**config.mk**
```make
export PLATFORM = sky130hd
export DESIGN_NAME = i2c_target
export DESIGN_NICKNAME = d
export VERILOG_FILES = /design/src/rtl/i2c_pkg.sv /design/src/rtl/i2c_line_filter.sv /design/src/rtl/i2c_target.sv
export SDC_FILE = /design/constraint.sdc
export NUM_CORES = 1
export LEC_CHECK = 0
export BUFFER_PORTS_ARGS = -buffer_cell sky130_fd_sc_hd__buf_2
export CAP_MARGIN = 40
export CORE_MARGIN = 1.5
export CORE_UTILIZATION = 58
export CTS_CLUSTER_SIZE = 40
export DETAILED_ROUTE_END_ITERATION = 10
export GPL_ROUTABILITY_DRIVEN = 0
export PLACE_DENSITY = 0.83
export RECOVER_POWER = 50
export SETUP_SLACK_MARGIN = 0.15
export SLEW_MARGIN = 20
export SYNTH_ARGS = -nofsm -noshare
export SYNTH_HDL_FRONTEND = slang
export SYNTH_SLANG_ARGS = --single-unit
```
**constraint.sdc**
```tcl
create_clock -name clk -period 2.1 [get_ports clk]
set_clock_uncertainty 0.05 [all_clocks]
set_input_delay 0.42 -clock clk [delete_from_list [all_inputs] [get_ports clk]]
set_output_delay 0.42 -clock clk [all_outputs]
set_load 0.02 [all_outputs]
```
**src/rtl/i2c_pkg.sv**
```systemverilog
// Shared types and constants for the I2C target responder.
package i2c_pkg;

    typedef enum logic [2:0] {
        IDLE,
        ADDR,
        ADDR_ACK,
        WR_BYTE,
        WR_ACK,
        RD_BYTE,
        RD_ACK,
        IGNORE
    } state_t;

    localparam logic ACK      = 1'b0;
    localparam logic NACK     = 1'b1;
    localparam logic RW_WRITE = 1'b0;
    localparam logic RW_READ  = 1'b1;

    localparam int                   BIT_CNT_W = 3;
    localparam logic [BIT_CNT_W-1:0] LAST_BIT  = 3'd7;

endpackage

```
**src/rtl/i2c_line_filter.sv**
```systemverilog
// Two-flop synchronizer followed by a stability filter; the output only
// follows the line after it has held a new value for FILTER_LEN cycles.
module i2c_line_filter #(
    parameter int FILTER_LEN = 3
) (
    input  logic clk,
    input  logic reset_,
    input  logic din,
    output logic dout
);

    localparam int CNT_W = $clog2(FILTER_LEN + 1);

    logic             sync_1;
    logic             sync_2;
    logic [CNT_W-1:0] cnt;

    // NOTE: sequential state uses <= so every flop samples pre-edge values.
    always_ff @(posedge clk or negedge reset_) begin
        if (!reset_) begin
            sync_1 <= 1'b1;
            sync_2 <= 1'b1;
            cnt    <= '0;
            dout   <= 1'b1;
        end else begin
            sync_1 <= din;
            sync_2 <= sync_1;
            if (sync_2 == dout) begin
                cnt <= '0;
            end else if (cnt == CNT_W'(FILTER_LEN - 1)) begin
                dout <= sync_2;
                cnt  <= '0;
            end else begin
                cnt <= cnt + 1'b1;
            end
        end
    end

endmodule

```
**src/rtl/i2c_target.sv**
```systemverilog
// I2C target exposing an 8-bit register window behind an auto-incrementing
// pointer. SCL is input-only; SDA is driven open-drain through sda_oe.
module i2c_target
    import i2c_pkg::*;
#(
    parameter logic [6:0] I2C_ADDR   = 7'h42,
    parameter int         FILTER_LEN = 3
) (
    input  logic       clk,
    input  logic       reset_,
    input  logic       scl_in,
    input  logic       sda_in,
    output logic       sda_oe,
    output logic [7:0] reg_addr,
    output logic       reg_wr,
    output logic [7:0] reg_wdata,
    output logic       reg_rd,
    input  logic [7:0] reg_rdata,
    output logic       busy
);

    logic scl_f, sda_f, scl_q, sda_q;
    logic scl_rise, scl_fall, start_det, stop_det;

    i2c_line_filter #(.FILTER_LEN(FILTER_LEN)) u_scl_filter (
        .clk(clk), .reset_(reset_), .din(scl_in), .dout(scl_f)
    );
    i2c_line_filter #(.FILTER_LEN(FILTER_LEN)) u_sda_filter (
        .clk(clk), .reset_(reset_), .din(sda_in), .dout(sda_f)
    );

    assign scl_rise  =  scl_f & ~scl_q;
    assign scl_fall  = ~scl_f &  scl_q;
    assign start_det =  scl_f &  scl_q &  sda_q & ~sda_f;
    assign stop_det  =  scl_f &  scl_q & ~sda_q &  sda_f;

    state_t               state, state_n;
    logic [BIT_CNT_W-1:0] bit_cnt, bit_cnt_n;
    logic [7:0]           shreg, shreg_n, byte_in;
    logic [7:0]           addr_n, wdata_n;
    logic                 sda_oe_n, busy_n, wr_n, rd_n;
    logic                 rw, rw_n, ptr_loaded, ptr_loaded_n;
    logic                 load_rd, load_rd_n;

    assign byte_in = {shreg[6:0], sda_f};

    always_ff @(posedge clk or negedge reset_) begin
        if (!reset_) begin
            state      <= IDLE;
            bit_cnt    <= '0;
            shreg      <= '0;
            sda_oe     <= 1'b0;
            busy       <= 1'b0;
            rw         <= RW_WRITE;
            ptr_loaded <= 1'b0;
            load_rd    <= 1'b0;
            reg_addr   <= '0;
            reg_wr     <= 1'b0;
            reg_wdata  <= '0;
            reg_rd     <= 1'b0;
            scl_q      <= 1'b1;
            sda_q      <= 1'b1;
        end else begin
            state      <= state_n;
            bit_cnt    <= bit_cnt_n;
            shreg      <= shreg_n;
            sda_oe     <= sda_oe_n;
            busy       <= busy_n;
            rw         <= rw_n;
            ptr_loaded <= ptr_loaded_n;
            load_rd    <= load_rd_n;
            reg_addr   <= addr_n;
            reg_wr     <= wr_n;
            reg_wdata  <= wdata_n;
            reg_rd     <= rd_n;
            scl_q      <= scl_f;
            sda_q      <= sda_f;
        end
    end

    // NOTE: every next-state value gets a default first so no latch is inferred.
    always_comb begin
        state_n      = state;
        bit_cnt_n    = bit_cnt;
        shreg_n      = shreg;
        sda_oe_n     = sda_oe;
        busy_n       = busy;
        rw_n         = rw;
        ptr_loaded_n = ptr_loaded;
        load_rd_n    = reg_rd;
        addr_n       = reg_wr ? reg_addr + 8'd1 : reg_addr;
        wr_n         = 1'b0;
        wdata_n      = reg_wdata;
        rd_n         = 1'b0;

        if (start_det) begin
            state_n      = ADDR;
            bit_cnt_n    = '0;
            sda_oe_n     = 1'b0;
            busy_n       = 1'b0;
            ptr_loaded_n = 1'b0;
            load_rd_n    = 1'b0;
        end else if (stop_det) begin
            state_n   = IDLE;
            sda_oe_n  = 1'b0;
            busy_n    = 1'b0;
            load_rd_n = 1'b0;
        end else begin
            case (state)
                ADDR: if (scl_rise) begin
                    shreg_n   = byte_in;
                    bit_cnt_n = bit_cnt + 1'b1;
                    if (bit_cnt == LAST_BIT) begin
                        if (byte_in[7:1] == I2C_ADDR) begin
                            state_n = ADDR_ACK;
                            rw_n    = byte_in[0];
                            busy_n  = 1'b1;
                        end else begin
                            state_n = IGNORE;
                        end
                    end
                end
                // The first fall starts the ACK pull-down, the second ends it.
                ADDR_ACK, WR_ACK: if (scl_fall) begin
                    if (!sda_oe) begin
                        sda_oe_n = ~ACK;
                    end else begin
                        sda_oe_n = 1'b0;
                        if (state == ADDR_ACK && rw == RW_READ) begin
                            state_n = RD_BYTE;
                            rd_n    = 1'b1;
                        end else begin
                            state_n = WR_BYTE;
                        end
                    end
                end
                WR_BYTE: if (scl_rise) begin
                    shreg_n   = byte_in;
                    bit_cnt_n = bit_cnt + 1'b1;
                    if (bit_cnt == LAST_BIT) begin
                        state_n = WR_ACK;
                        if (ptr_loaded) begin
                            wr_n    = 1'b1;
                            wdata_n = byte_in;
                        end else begin
                            addr_n       = byte_in;
                            ptr_loaded_n = 1'b1;
                        end
                    end
                end
                RD_BYTE: begin
                    if (load_rd) begin
                        shreg_n  = reg_rdata;
                        sda_oe_n = ~reg_rdata[7];
                    end else if (scl_fall) begin
                        bit_cnt_n = bit_cnt + 1'b1;
                        if (bit_cnt == LAST_BIT) begin
                            sda_oe_n = 1'b0;
                            addr_n   = reg_addr + 8'd1;
                            state_n  = RD_ACK;
                        end else begin
                            shreg_n  = {shreg[6:0], 1'b0};
                            sda_oe_n = ~shreg[6];
                        end
                    end
                end
                RD_ACK: begin
                    if (scl_rise && sda_f == NACK) begin
                        state_n = IGNORE;
                    end else if (scl_fall) begin
                        state_n = RD_BYTE;
                        rd_n    = 1'b1;
                    end
                end
                default: ;
            endcase
        end
    end

endmodule

```
[Yosys cells after proc, flatten, opt, wreduce, memory -nomap -nowiden]
Cells that the tools add are included.
Storage, ports and cells
  bits in registers: 48
  input port bits: 12
  output and inout port bits: 20
  word-level logic and storage cells: 174
Operators by class
  $add $sub $neg: 4
  equal/unequal tests: 30
  muxes and demuxes: 76
  bitwise logic cells: 17
  reduce and logical (&&, ||, !) cells: 25
Operator list (number)
  $mux 8: 9
  $mux 3: 20
  $ne 4x4->1 const B: 9
  $mux 1: 33
  $mux 7: 4
  $reduce_and 6->1: 3
  $pmux 8 s2: 1
  $pmux 3 s5: 1
  $reduce_bool 3->1: 5
  $pmux 7 s2: 1
  $eq 3x3->1 const B: 4
  $ne 3x3->1 const B: 4
  $reduce_and 11->1: 1
  $ne 5x5->1 const B: 2
  $not 1->1: 10
  $add 8x1->8 const B: 1
  $mux 2: 4
  $reduce_and 4->1: 2
  $reduce_bool 2->1: 4
  $and 1x1->1: 7
  $eq 7x7->1 const B: 1
  $reduce_bool 7->1: 1
  $eq 3x2->1 const B: 2
  $pmux 3 s2: 1
  other kinds (15): 22

[Logic depth before layout (Yosys ltp)]
  depth after elaboration: 8
  mapped depth: 8
  depth with buffers taken out: 7

[Hierarchy]
A second synthesis with hierarchy kept.
Second synthesis, totals
  cell total of the unflattened synthesis: 257
  area total of the unflattened synthesis: 2687.6 um^2
By module, submodules not included
  i2c_target: times used 1, cells an instance 237, area an instance 2329.7 um^2, seq. area each 953.4 um^2
  i2c_line_filter: times used 2, cells an instance 10, area an instance 178.9 um^2, seq. area each 128.9 um^2

[Least setup slack after synthesis]
No wires, ideal clock.
  path kind: reg-to-reg
  start point: register bit_cnt[0]
  end point: register reg_addr[6]
  setup time: 126 ps
  arrival time: 1722 ps
  required time: 1924 ps
  path slack: 201 ps
  cell stages (with the launch flop): 8
  buffers on the path: 0
  clock period less this slack: 1899 ps
  path through: dfrtp_1 ha_1 ha_1 and4bb_4 o2111ai_2 xor2_1 nor2_1 a311o_1
On the way
  cells in the longest elaborated chain, start to end: 7
  elaborated cells on any way between the ends: 9
  those cells by class: 1 x eq/ne; 8 x mux
Ends and longest elaborated chain
  start, declared: RTL line i2c_target.sv:38  | logic [BIT_CNT_W-1:0] bit_cnt, bit_cnt_n;
  start signal, assigned: RTL line i2c_target.sv:65  | bit_cnt <= bit_cnt_n;
  $eq 3x3->1 *: RTL line i2c_target.sv:140, i2c_target.sv:157
  $mux 8: RTL line i2c_target.sv:157  | if (bit_cnt == LAST_BIT) begin
  $mux 8: RTL line i2c_target.sv:155  | end else if (scl_fall) begin
  $mux 8: RTL line i2c_target.sv:152  | if (load_rd) begin
  $pmux 8 s2 *: RTL line i2c_target.sv:109  | case (state)
  $mux 8 *: RTL line i2c_target.sv:103  | end else if (stop_det) begin
  $mux 8 *: RTL line i2c_target.sv:96  | if (start_det) begin
  named net addr_n[6]: RTL line i2c_target.sv:40  | logic [7:0] addr_n, wdata_n;
  end signal, assigned: RTL line i2c_target.sv:72  | reg_addr <= addr_n;
  end, declared: RTL line i2c_target.sv:14  | output logic [7:0] reg_addr,
Mark *: on every way through the listed nets, which the timed path passes. The rest lies on a longest branch.
A chain may end at the register's enable or synchronous reset.

[Worst setup path after layout]
  start point: register bit_cnt[1]
  end point: register state[1]
On the way
  cells in the longest elaborated chain, start to end: 3
  elaborated cells on any way between the ends: 5
  those cells by class: 4 x eq/ne; 1 x reduce/logical
Ends and longest elaborated chain
  $eq 3x3->1 *: RTL line i2c_target.sv:113, i2c_target.sv:140, i2c_target.sv:157
  $ne 4x4->1 (no source line)
  $reduce_and 11->1 (no source line) *
  end signal, assigned: RTL line i2c_target.sv:64  | state <= state_n;
  end, declared: RTL line i2c_target.sv:37  | state_t state, state_n;
Mark *: on every way between the ends. The rest lies on a longest branch, timed or not.

==> metrics <==
via count=~2200; YS warnings=0; CTS max path bufs=2; antenna violations before repair=0; multi-input logic area=1430 sq um; worst hold slack=between 0.15 and 0.2 ns; Root Buffer=clkbuf_8; vias in the first global route=approximately 2200; Synth area leaders=dfrtp_1 37%, dfstp_2 7.7%, nor2_1 4.9%, mux2_2 4.5%, mux2i_1 4.0%; Hold Crit Class=primary input to flip-flop; mux share of post-synthesis cell area=approximately 9.0%; LEAKAGE=1.46 nW; Num CTS Buffers=5; #FFs+latches synth=48; design internal power=0.00267 W; final cell count without fillers=between 300 and 400; Switching Power=between 0.0015 and 0.002 W; largest net degree at the start of global routing=20; DR iter-0 viols=168; worst-margin pin slew=~1.0 ns; setup TNS=0 ns; Sw Ratio=between 40% and 50%; Die ar.=a little over 5000 sq um; crit-path max FO=6; Syn Area/Cell=10.3 sq um; sequential cell area fraction in the yosys report=between 40 and 50%; Post-Synthesis Net Count=between 200 and 300; Area Overhead vs Synth=15.0%; Synth area leader=dfrtp_1; RSZ-0062 raised after global routing=yes; area share of fa/ha/maj cells after synthesis=1.74%; CP Launch Type=flip-flop; Antenna Nets Post-Route=0; Sinks on Clock Net=between 40 and 50; Reg power frac=around 37%; P per Cell Area=~1500 nW/um^2; commonest non-fill, non-tap cell in the layout=dfrtp_1; CP max stage cell=dfrtp_1; Synth Area in Compound Gates=~16%; crit path capture type=flip-flop; Clock power frac=between 10% and 20%; fillers=325; post-synth top area share=36.7%; maximum vdd drop=roughly 0.92 mV; Initial Util=around three fifths; Post-Syn Instances=approximately 270; Gate power share=about 46%; placed cells=about 340; first-pass GRT wire length=just over 10000 um; final hold vios=0; Core Region=between 4000 and 5000 sq um; layout cell share with drive strength beyond 1=31.3%; synthesized area=2730 sq um; outcome=complete, no violations; Layout Nets=between 300 and 400; Final setup viols=0; number of diodes=0; std cell rows=24; CP Class=flip-flop to flip-flop; slew margin rel.=a little under a third; slowest cell delay on critical path=~0.38 ns; sequential cell area=around 1200 sq um; Detailed Place HPWL=4430 um; Post-route DRC=0; Clock transition at path regs=approximately 0.09 ns; DR vias/cell=6.26; largest family of logic cells by synthesized area=simple AND/OR/NAND/NOR gates; Synth Area in XOR/XNOR=under 10%; I/O pin total=32; Port Buffers=31; asr flop ratio synth=100%; Pre-Repair DR Iteration Count=6; Fmax=between 0.5 and 0.6 GHz; commonest cells after routing, fill and taps aside=38 x dfrtp_1, 35 x nor2_1, 30 x buf_2; simple-gate share of the synthesized area=around a fifth; DRT Wirelength=around 6500 um; WL/cell=about 18 um; CTS tree=built; Tcrit/Tclk final=91.3%; H-tree depth=2; Critical Path AT=2.06 ns; GRT Overall Usage=26.0%; Max-cap violations=0; Die H=between 70 and 80 um; GRT overflow=0; final max-slew violation count=0; die width=71.6 um; Hold-fix buffers, CTS=0; Final min period=around 1.9 ns; distinct cell type count after synthesis=63; Post-synth EDFFs=0; CP required=2.24 ns; main flop type after synthesis=dfrtp_1; worst skew pair latency=~0.30 ns; critical-path cell list=ha_2 -> ha_4 -> nand2_1 -> a21oi_1 -> a211oi_2 -> or2_1 -> o311a_1
stage by stage:
step	total power, W	setup slack (ns)	utilization, %	area, sq um
floorplan	0.00315	0.201	-	2730
global placement	0.00355	0.144	65.8	2930
detailed placement	0.00365	0.0590	65.8	2930
CTS	0.00449	0.162	69.3	3080
global route	0.00487	0.136	70.6	3140
finish	0.00460	0.183	70.6	3140
power by group through the flow:
stage,Combinational (W),Clock [W],Sequential [W]
2_1_floorplan,0.00159,0,0.00156
3_3_place_gp,0.00188,0,0.00167
3_5_place_dp,0.00195,0,0.00170
4_1_cts,0.00200,0.000799,0.00169
5_1_grt,0.00228,0.000836,0.00176
6_report,0.00210,0.000795,0.00171
per-layer routing:
metal / GRT usage, % / vias to the layer above / routed length, um
li1: - / 1029 / -
met1: 34.7 / 1114 / 2730
met2: 43.6 / 73 / 3230
met3: 5.77 / 14 / 428
met4: 6.08 / 0 / 140
met5: 0 / - / 0
cell type report:
cell class | count | area share (%)
Clock buffer | 6 | 2.31
Timing Repair Buffer | 47 | 8.89
Multi-Input combinational cell | 196 | 45.6
Tap cell | 52 | 2.07
Inverter | 5 | 0.598
Clock inverter | 2 | 1.91
Sequential cell | 48 | 38.7
critical path, delay by kind of cell, from the launching register on:
family                   cells  cell delay (ns)
AO/OA/AOI/OAI                3             0.66
AND/OR/NAND/NOR              2             0.33
adder cells (fa/ha/maj)      2             0.39
flip-flops                   1             0.38
cells in the mapped netlist, drive strengths merged, types with 2 or more instances:
library cell,number
a211o,2
a21oi,15
a22oi,3
a31oi,2
and2,3
and2b,2
and4bb,2
buf,15
dfrtp,40
dfstp,8
ha,3
inv,5
mux2,12
mux2i,11
nand2,24
nand2b,2
nand3b,3
nand4,5
nor2,36
nor2b,2
nor3,7
nor3b,4
o2111ai,3
o211ai,3
o21a,2
o21ai,9
o221a,3
o221ai,4
o22ai,2
o311a,2
xnor2,7
xor2,9
what timing repair did:
| action | in CTS | in global routing |
|---|---|---|
| gates resized for setup | 3 | 8 |
| endpoints found under the setup margin | 13 | 23 |
| buffers inserted | 1 | 4 |
| pin swaps | 1 | 6 |
logic make-up after synthesis:
logic type      Yosys count
flops                    48
xor+xnor                 16
buf+inv                  21
mux                      23
fa+ha+maj                 4
simple gates             96
compound gates           57
path summary, 6_finish.rpt:
kind	cells after the start	endpoint	start	slack, ns
min	1	u_scl_filter.sync_1	scl_in	0.16
min in group asynchronous	1	load_rd	reset_	0.22
max reg2reg	7	state[1]	bit_cnt[1]	0.18
min reg2reg	0	u_scl_filter.sync_2	u_scl_filter.sync_1	0.31
max in group asynchronous	2	reg_wdata[7]	reset_	0.50
max	7	state[1]	bit_cnt[1]	0.18
flip-flops by register name, indices dropped and copies added (netlist names), 2 cells and up:
name and flops:
u_scl_filter.cnt 2, u_sda_filter.cnt 2, reg_wdata 8, bit_cnt 3
reg_addr 8, shreg 7, state 3
(Power assumes the default switching activity.)
